[src/rtl/ptn_seq_ctrl.sv]
// Frame-synchronous pattern-type sequencer: changes the generator's pattern select only on VSync
// leading edges, cycling automatically every HOLD_FRAMES frames or applying a requested manual type.
module ptn_seq_ctrl #(
  parameter int unsigned NUM_PTN     = 2,
  parameter int unsigned TYPE_W      = 1,
  parameter int unsigned HOLD_FRAMES = 60,
  parameter int unsigned CNT_W       = 16,
  parameter int unsigned INIT_TYPE   = 0,
  parameter logic        VS_POL      = 1'b1
) (
  input  logic              i_clk,
  input  logic              i_rst,
  input  logic              i_en,
  input  logic              i_mode,
  input  logic [TYPE_W-1:0] i_manual_type,
  input  logic              i_step,
  input  logic              i_VSync,
  input  logic              i_DE,
  output logic [TYPE_W-1:0] o_PTN_type,
  output logic              o_switch,
  output logic [CNT_W-1:0]  o_frame_cnt,
  output logic              o_err,
  output logic [1:0]        o_state
);

  typedef enum logic [1:0] {
    ST_IDLE    = 2'd0,
    ST_WAIT_VS = 2'd1,
    ST_RUN     = 2'd2
  } state_t;

  localparam logic [TYPE_W-1:0] INIT_TYPE_L = TYPE_W'(INIT_TYPE);
  localparam logic [TYPE_W-1:0] LAST_TYPE_L = TYPE_W'(NUM_PTN - 1);
  localparam logic [TYPE_W:0]   NUM_PTN_L   = (TYPE_W + 1)'(NUM_PTN);
  localparam logic [CNT_W-1:0]  HOLD_M1_L   = CNT_W'(HOLD_FRAMES - 1);
  localparam logic [CNT_W-1:0]  CNT_ZERO_L  = {CNT_W{1'b0}};
  localparam logic [CNT_W-1:0]  CNT_MAX_L   = {CNT_W{1'b1}};

  state_t              state_r;
  logic [TYPE_W-1:0]   ptn_type_r;
  logic                switch_r;
  logic [CNT_W-1:0]    frame_cnt_r;
  logic                err_r;
  logic                step_pend_r;
  logic                vs_d_r;

  logic                vs_edge_s;
  logic                step_new_s;
  logic                step_req_s;
  logic                type_ok_s;
  logic                hold_done_s;
  logic [CNT_W-1:0]    cnt_inc_s;
  logic [TYPE_W-1:0]   type_next_s;

  assign vs_edge_s   = (i_VSync == VS_POL) && (vs_d_r != VS_POL);
  // Steps only count in manual mode; a pending step plus a fresh one still make one request.
  assign step_new_s  = i_step & i_mode;
  assign step_req_s  = step_pend_r | i_step;
  assign type_ok_s   = ({1'b0, i_manual_type} < NUM_PTN_L);
  assign hold_done_s = (frame_cnt_r >= HOLD_M1_L);
  assign cnt_inc_s   = (frame_cnt_r == CNT_MAX_L) ? frame_cnt_r : frame_cnt_r + CNT_W'(1);
  assign type_next_s = (ptn_type_r == LAST_TYPE_L) ? {TYPE_W{1'b0}} : ptn_type_r + TYPE_W'(1);

  // Sequencer FSM with all outputs held in registers.
  always_ff @(posedge i_clk) begin
    if (!i_rst) begin
      state_r     <= ST_IDLE;
      ptn_type_r  <= INIT_TYPE_L;
      switch_r    <= 1'b0;
      frame_cnt_r <= CNT_ZERO_L;
      err_r       <= 1'b0;
      step_pend_r <= 1'b0;
      vs_d_r      <= VS_POL;
    end else begin
      vs_d_r   <= i_VSync;
      switch_r <= 1'b0;
      if (!i_en) begin
        state_r     <= ST_IDLE;
        step_pend_r <= 1'b0;
      end else begin
        case (state_r)
          ST_IDLE: begin
            state_r <= ST_WAIT_VS;
          end
          ST_WAIT_VS: begin
            step_pend_r <= step_pend_r | step_new_s;
            if (vs_edge_s) begin
              state_r     <= ST_RUN;
              frame_cnt_r <= CNT_ZERO_L;
            end
          end
          ST_RUN: begin
            if (!vs_edge_s) begin
              step_pend_r <= step_pend_r | step_new_s;
            end else if (i_DE) begin
              // Boundary during active video: flag it and leave everything else alone.
              err_r       <= 1'b1;
              step_pend_r <= step_pend_r | step_new_s;
            end else begin
              step_pend_r <= 1'b0;
              if (!i_mode) begin
                if (hold_done_s) begin
                  ptn_type_r  <= type_next_s;
                  frame_cnt_r <= CNT_ZERO_L;
                  switch_r    <= 1'b1;
                end else begin
                  frame_cnt_r <= cnt_inc_s;
                end
              end else if (step_req_s && type_ok_s) begin
                ptn_type_r  <= i_manual_type;
                frame_cnt_r <= CNT_ZERO_L;
                switch_r    <= 1'b1;
              end else begin
                frame_cnt_r <= cnt_inc_s;
                if (step_req_s) begin
                  err_r <= 1'b1;
                end else begin
                  err_r <= err_r;
                end
              end
            end
          end
          default: begin
            state_r     <= ST_IDLE;
            step_pend_r <= 1'b0;
          end
        endcase
      end
    end
  end

  assign o_PTN_type  = ptn_type_r;
  assign o_switch    = switch_r;
  assign o_frame_cnt = frame_cnt_r;
  assign o_err       = err_r;
  assign o_state     = state_r;

endmodule

[config.mk]
export PLATFORM = sky130hd
export DESIGN_NAME = ptn_seq_ctrl
export DESIGN_NICKNAME = d
export VERILOG_FILES = /design/src/rtl/ptn_seq_ctrl.sv
export SDC_FILE = /design/constraint.sdc
export NUM_CORES = 1
export LEC_CHECK = 0
export ABC_AREA = 1
export BUFFER_PORTS_ARGS = -buffer_cell sky130_fd_sc_hd__buf_2
export CAP_MARGIN = 5
export CORE_AREA = 3 3 46 68
export CTS_BUF_LIST = sky130_fd_sc_hd__clkbuf_8
export DETAILED_ROUTE_END_ITERATION = 7
export DIE_AREA = 0 0 49 71
export PLACE_DENSITY = 0.78
export SYNTH_ARGS = -nofsm -noshare
export SYNTH_HDL_FRONTEND = slang
export SYNTH_SLANG_ARGS = --single-unit
[constraint.sdc]
create_clock -name i_clk -period 2.1 [get_ports i_clk]
set_clock_uncertainty 0.05 [all_clocks]
set_input_delay 0 -clock i_clk [delete_from_list [all_inputs] [get_ports i_clk]]
set_output_delay 0 -clock i_clk [all_outputs]
set_load 0.02 [all_outputs]
## Word level (Yosys, flattened, before mapping)

Cells that the tools add are included.

| word-level totals | value |
|---|---|
| register bits after elaboration | 23 |
| bits of input ports | 8 |
| output and inout bits | 21 |
| logic and storage cells | 56 |

| cells by class | value |
|---|---|
| add/sub/neg operators | 2 |
| $lt $le $gt $ge | 1 |
| equality and inequality tests | 7 |
| muxes and demuxes | 20 |
| bitwise logic cells | 9 |
| reductions and logical operators | 10 |

Operators by type and width:

| cell | count |
|---|---|
| 2-to-1 mux 16 bit | 7 |
| one-hot mux 16 bit (2 select lines) | 1 |
| adder 16 x 1 -> 16 bit, second input constant | 1 |
| equality test 16 bit, second input constant | 1 |
| greater-or-equal comparator 16 x 6 -> 1 bit, second input constant | 1 |
| 2-to-1 mux 1 bit | 9 |
| != test 2 bit, second input constant | 3 |
| NOT 1 bit | 6 |
| one-hot mux 2 bit (3 select lines) | 1 |
| AND reduction 6 bit | 1 |
| AND reduction 5 bit | 1 |
| OR reduction 5 bit | 1 |
| AND reduction 2 bit | 2 |
| AND reduction 4 bit | 1 |
| nonzero test 2 bit | 2 |
| one-hot mux 1 bit (3 select lines) | 1 |
| equality test 2 x 1 -> 1 bit, second input constant | 1 |
| equality test 2 bit, second input constant | 1 |
| zero test 2 bit | 1 |
| 2-to-1 mux 2 bit | 1 |
| != test 2 x 1 -> 1 bit, second input constant | 1 |
| bitwise OR 1 bit | 2 |
| adder 1 bit, second input constant | 1 |
| bitwise AND 1 bit | 1 |
| logical AND 1 bit | 1 |

## Logic depth before layout (Yosys ltp)

| logic depth | value |
|---|---|
| depth in word-level cells | 7 |
| gate-level depth with buffers | 12 |
| mapped depth without buffers | 12 |

## Worst setup path before layout

Ideal clock, no wire load.

| timing | value |
|---|---|
| path type | reg2reg |
| start point | reg state_r[0] (netlist: o_state[0]) |
| end point | reg frame_cnt_r[3] (netlist: o_frame_cnt[3]) |
| setup time | 0.112 ns |
| data arrival time | 1.610 ns |
| slack | 0.328 ns |
| stages on the path, launching flop included | 11 |
| path buffers | 0 |
| period minus slack after synthesis | 1.772 ns |
| cell sequence | dfxtp_1 inv_1 ha_1 nor2_1 o21ai_4 inv_4 nand2_4 nor2_2 nand2_1 nand2_1 nor2_1 |

| between the ends | value |
|---|---|
| cells in the longest elaborated chain, start to end | 3 |
| elaborated cells between the ends (all ways) | 8 |
| those cells by class | eq/ne (5); mux (1); reduce/logical (2) |

RTL lines:

| item | RTL line | RTL |
|---|---|---|
| start: declaration | 39 | `state_t state_r;` |
| start signal: assignment | 67 | `state_r <= ST_IDLE;` |
| start signal: assignment | 78 | `state_r <= ST_IDLE;` |
| start signal: assignment | 83 | `state_r <= ST_WAIT_VS;` |
| equality test 2 bit or equality test 2 x 1 -> 1 bit (tied branches) | 81 | `case (state_r)` |
| != test 2 bit (no line) or nonzero test 2 bit (tied branches) | n/a |  |
| AND reduction 5 bit (no line) | n/a |  |
| end signal: assignment | 107 | `frame_cnt_r <= cnt_inc_s;` |
| end signal: assignment | 114 | `frame_cnt_r <= cnt_inc_s;` |
| end: declaration | 42 | `logic [CNT_W-1:0] frame_cnt_r;` |

Parallel ways exist; a longest one is shown, timed or not.
A chain may end at the register's enable or synchronous reset.

## Worst setup path in the final report

| timing | value |
|---|---|
| start point | reg state_r[0] (netlist: o_state[0]) |
| end point | reg frame_cnt_r[6] (netlist: o_frame_cnt[6]) |

Same word-level chain as after synthesis.

==> impl_metrics.yaml <==
critical_path:
  cp_slowest_cell: "dfxtp_1"
  critPathLaunchType: "register"
  crit_top_cell: "inv_4"
  critPathRequiredTime_ns: 2.21
  timing.rr.start: "o_state[0]"
  critical_path.startpoint: "o_state[0]"
  crit_path_end_kind: "register"
  critPathMaxFanout: 9
  cp_cell_sequence: "inv_1 > ha_1 > nor2_1 > o21ai_4 > inv_4 > nand2_4 > inv_4 > nand3_1 > nand2_1 > nor2_2"
  critPathKind: "reg2reg"
  critPathMaxStageDelay_ns: 0.35
  cp_data_arrival_time_ns: 1.91
grt:
  antenna_found_initial: 0
  grt_pass1_wl_um: 5820
  grt_use_total: 0.206
  grt_max_degree: 14
  grt_pass1_vias: 1403
  grt_overflow: 0
placed_design:
  place_hpwl_um: 2530
  gp_congestion: 0.827
  dpl.cell_count: 278
  numPortBuffers: 28
floorplan:
  io_pins: 29
  coreArea_um2: 2680
  dieArea_um2: 3480
  dieWidth_um: 49
  die_h_um: 71
  start_util: 0.532
  rows: 23
detailed_routing:
  drt_iter0_drc: 24
  drc_errors: 0
  viasPerCell: 4.93
  wirelength_um: 3230
  drt-pass1-iter-count: 6
  via_count: 1420
  final_antenna_net_count: 0
  wl_per_cell_um: 11.2
min_path:
  hold_path.class: "in2reg"
  worstHoldStart: "i_manual_type"
logic_synthesis:
  netlist_area_um2: 1420
  synth-compound-area-share: 0.0756
  yosysSeqAreaShare: 0.323
  yosys-mux-area-fraction: 0
  synth-seq-cells: 23
  synth_nets: 227
  syn_avg_cell_area_um2: 6.65
  yosys_warnings: 0
  synth_top_family_by_area: "simple AND/OR/NAND/NOR gates"
  synthSimpleGateAreaFrac: 0.441
  yosys.area_share.xor_xnor: 0.0308
  synthAdderAreaFrac: 0.0439
  synthesis.instances: 214
  ys_types: 28
cts:
  cts-root-buf: "clkbuf_8"
  clkSinkCount: 23
  clk_pin_slew_ns: 0.08
  insertion_delay_ns: 0.26
  max-clock-path-buffers: 2
  cts_buffers: 3
  cts_tree: "done"
  htreeDepth: 1
timing:
  finalHoldViolCount: 0
  setup_viol: 0
  tightest_slew_ns: 0.368
  slew_viol_final: 0
  maxSlewHeadroom: 0.753
  rsz0062_at_grt: "false"
  finalCritPeriodShare: 0.860
  period_needed_ns: 1.81
  setup_tns_ns: 0
  fmax_ghz: 0.554
finish:
  instances_no_fill: 288
  final_common_cell: "nand2_1"
  syn2layout_area_growth_pct: 19.9
  drive_above_1_share: 0.199
  antenna_cells: 0
  finalNetCount: 265
  most-common-layout-cells: "53 x nand2_1, 43 x nor2_1, 28 x buf_2"
power:
  p_seq_frac: 0.573
  power.internal_w: 0.000596
  leakagePower_nw: 0.768
  ir_drop_uv: 387
  clkPwrFrac: 0.349
  p_per_area_nw_per_um2: 451
  p_sw_w: 0.000175
  combPwrFrac: 0.078
  switching_share: 0.227
run:
  maxCapViolCount: 0
status:
  run_status: "completed"
Yosys cell counts, drive strengths merged:
master,n,area share
a21oi,7,0.025
dfxtp,23,0.32
nand4,5,0.033
inv,27,0.075
ha,5,0.044
a31oi,1,0.0044
nand3,15,0.056
clkinv,1,0.0026
xor2,5,0.031
or2,1,0.0044
o21bai,2,0.011
nand3b,1,0.0053
nor3,6,0.029
o21ai,5,0.025
nor2,51,0.16
a211oi,2,0.011
nand2,56,0.15
buf,1,0.0079
critical path: cells and delay by family (launching register included):
kind | cells | cell delay [ns]
AOI/OAI and AO/OA | 1 | 0.13
adders and majority gates | 1 | 0.29
and+or+nand+nor | 5 | 0.56
DFF | 1 | 0.35
buffers and inverters | 3 | 0.31
timing repair:
action	4_1_cts	5_1_grt
endpoints found under the hold margin	6	0
setup buffers	0	0
hold buffers	6	0
resized for setup	0	1
endpoints found under the setup margin	0	1
area by class of cell:
class,instances,area [um2]
multi-input cells,162,845
fillers,258,968
clock inverters,1,5.00
inverters,28,110
clock buffers,3,41.3
flip-flops and latches,23,460
well taps,37,46.3
repair buffers,34,200
metrics by stage:
stage	hold WS, ns	worst slack [ns]	area, um2	util	total power [W]
after floorplan	0.0188	0.328	1420	-	0.000486
after global placement	0.147	0.237	1600	0.597	0.000502
after detailed placement	0.161	0.205	1600	0.597	0.000503
after CTS	0.0379	0.191	1710	0.637	0.000779
after global routing	0.101	0.0700	1710	0.638	0.000800
final	0.0435	0.295	1710	0.638	0.000770
power by group through the flow:
| stage | clock [W] | sequential, W | combinational (W) |
|---|---|---|---|
| 2_1_floorplan | 0 | 0.000454 | 0.0000323 |
| 6_report | 0.000269 | 0.000441 | 0.0000600 |
| 4_1_cts | 0.000278 | 0.000441 | 0.0000595 |
| 5_1_grt | 0.000290 | 0.000442 | 0.0000680 |
| 3_3_place_gp | 0 | 0.000452 | 0.0000503 |
| 3_5_place_dp | 0 | 0.000452 | 0.0000510 |
sequential cells by signal (all words and copies together), names as in the netlist:
register,count
o_state,2
vs_d_r,1
o_PTN_type,1
step_pend_r,1
o_err,1
o_frame_cnt,16
o_switch,1
routing by layer:
layer / track usage / up-vias / wire length, um
li1: - / 747 / -
met1: 0.225 / 636 / 1320
met2: 0.402 / 31 / 1740
met3: 0.0211 / 6 / 103
met4: 0.0728 / 0 / 65
met5: 0 / - / 0
kinds of logic after synthesis:
| group | Yosys count |
|---|---|
| buffers and inverters | 29 |
| adder cells (fa/ha/maj) | 5 |
| AO/OA/AOI/OAI | 17 |
| AND/OR/NAND/NOR | 135 |
| flip-flops | 23 |
| XOR/XNOR | 5 |
final timing paths:
kind / endpoint / slack, ns / depth (start not counted)
max reg2reg: o_frame_cnt[6] / 0.29 / 10
min reg2reg: step_pend_r / 0.42 / 2
min: o_PTN_type / 0.04 / 5
max: o_frame_cnt[6] / 0.29 / 10
Power figures use the tool's default switching activity.
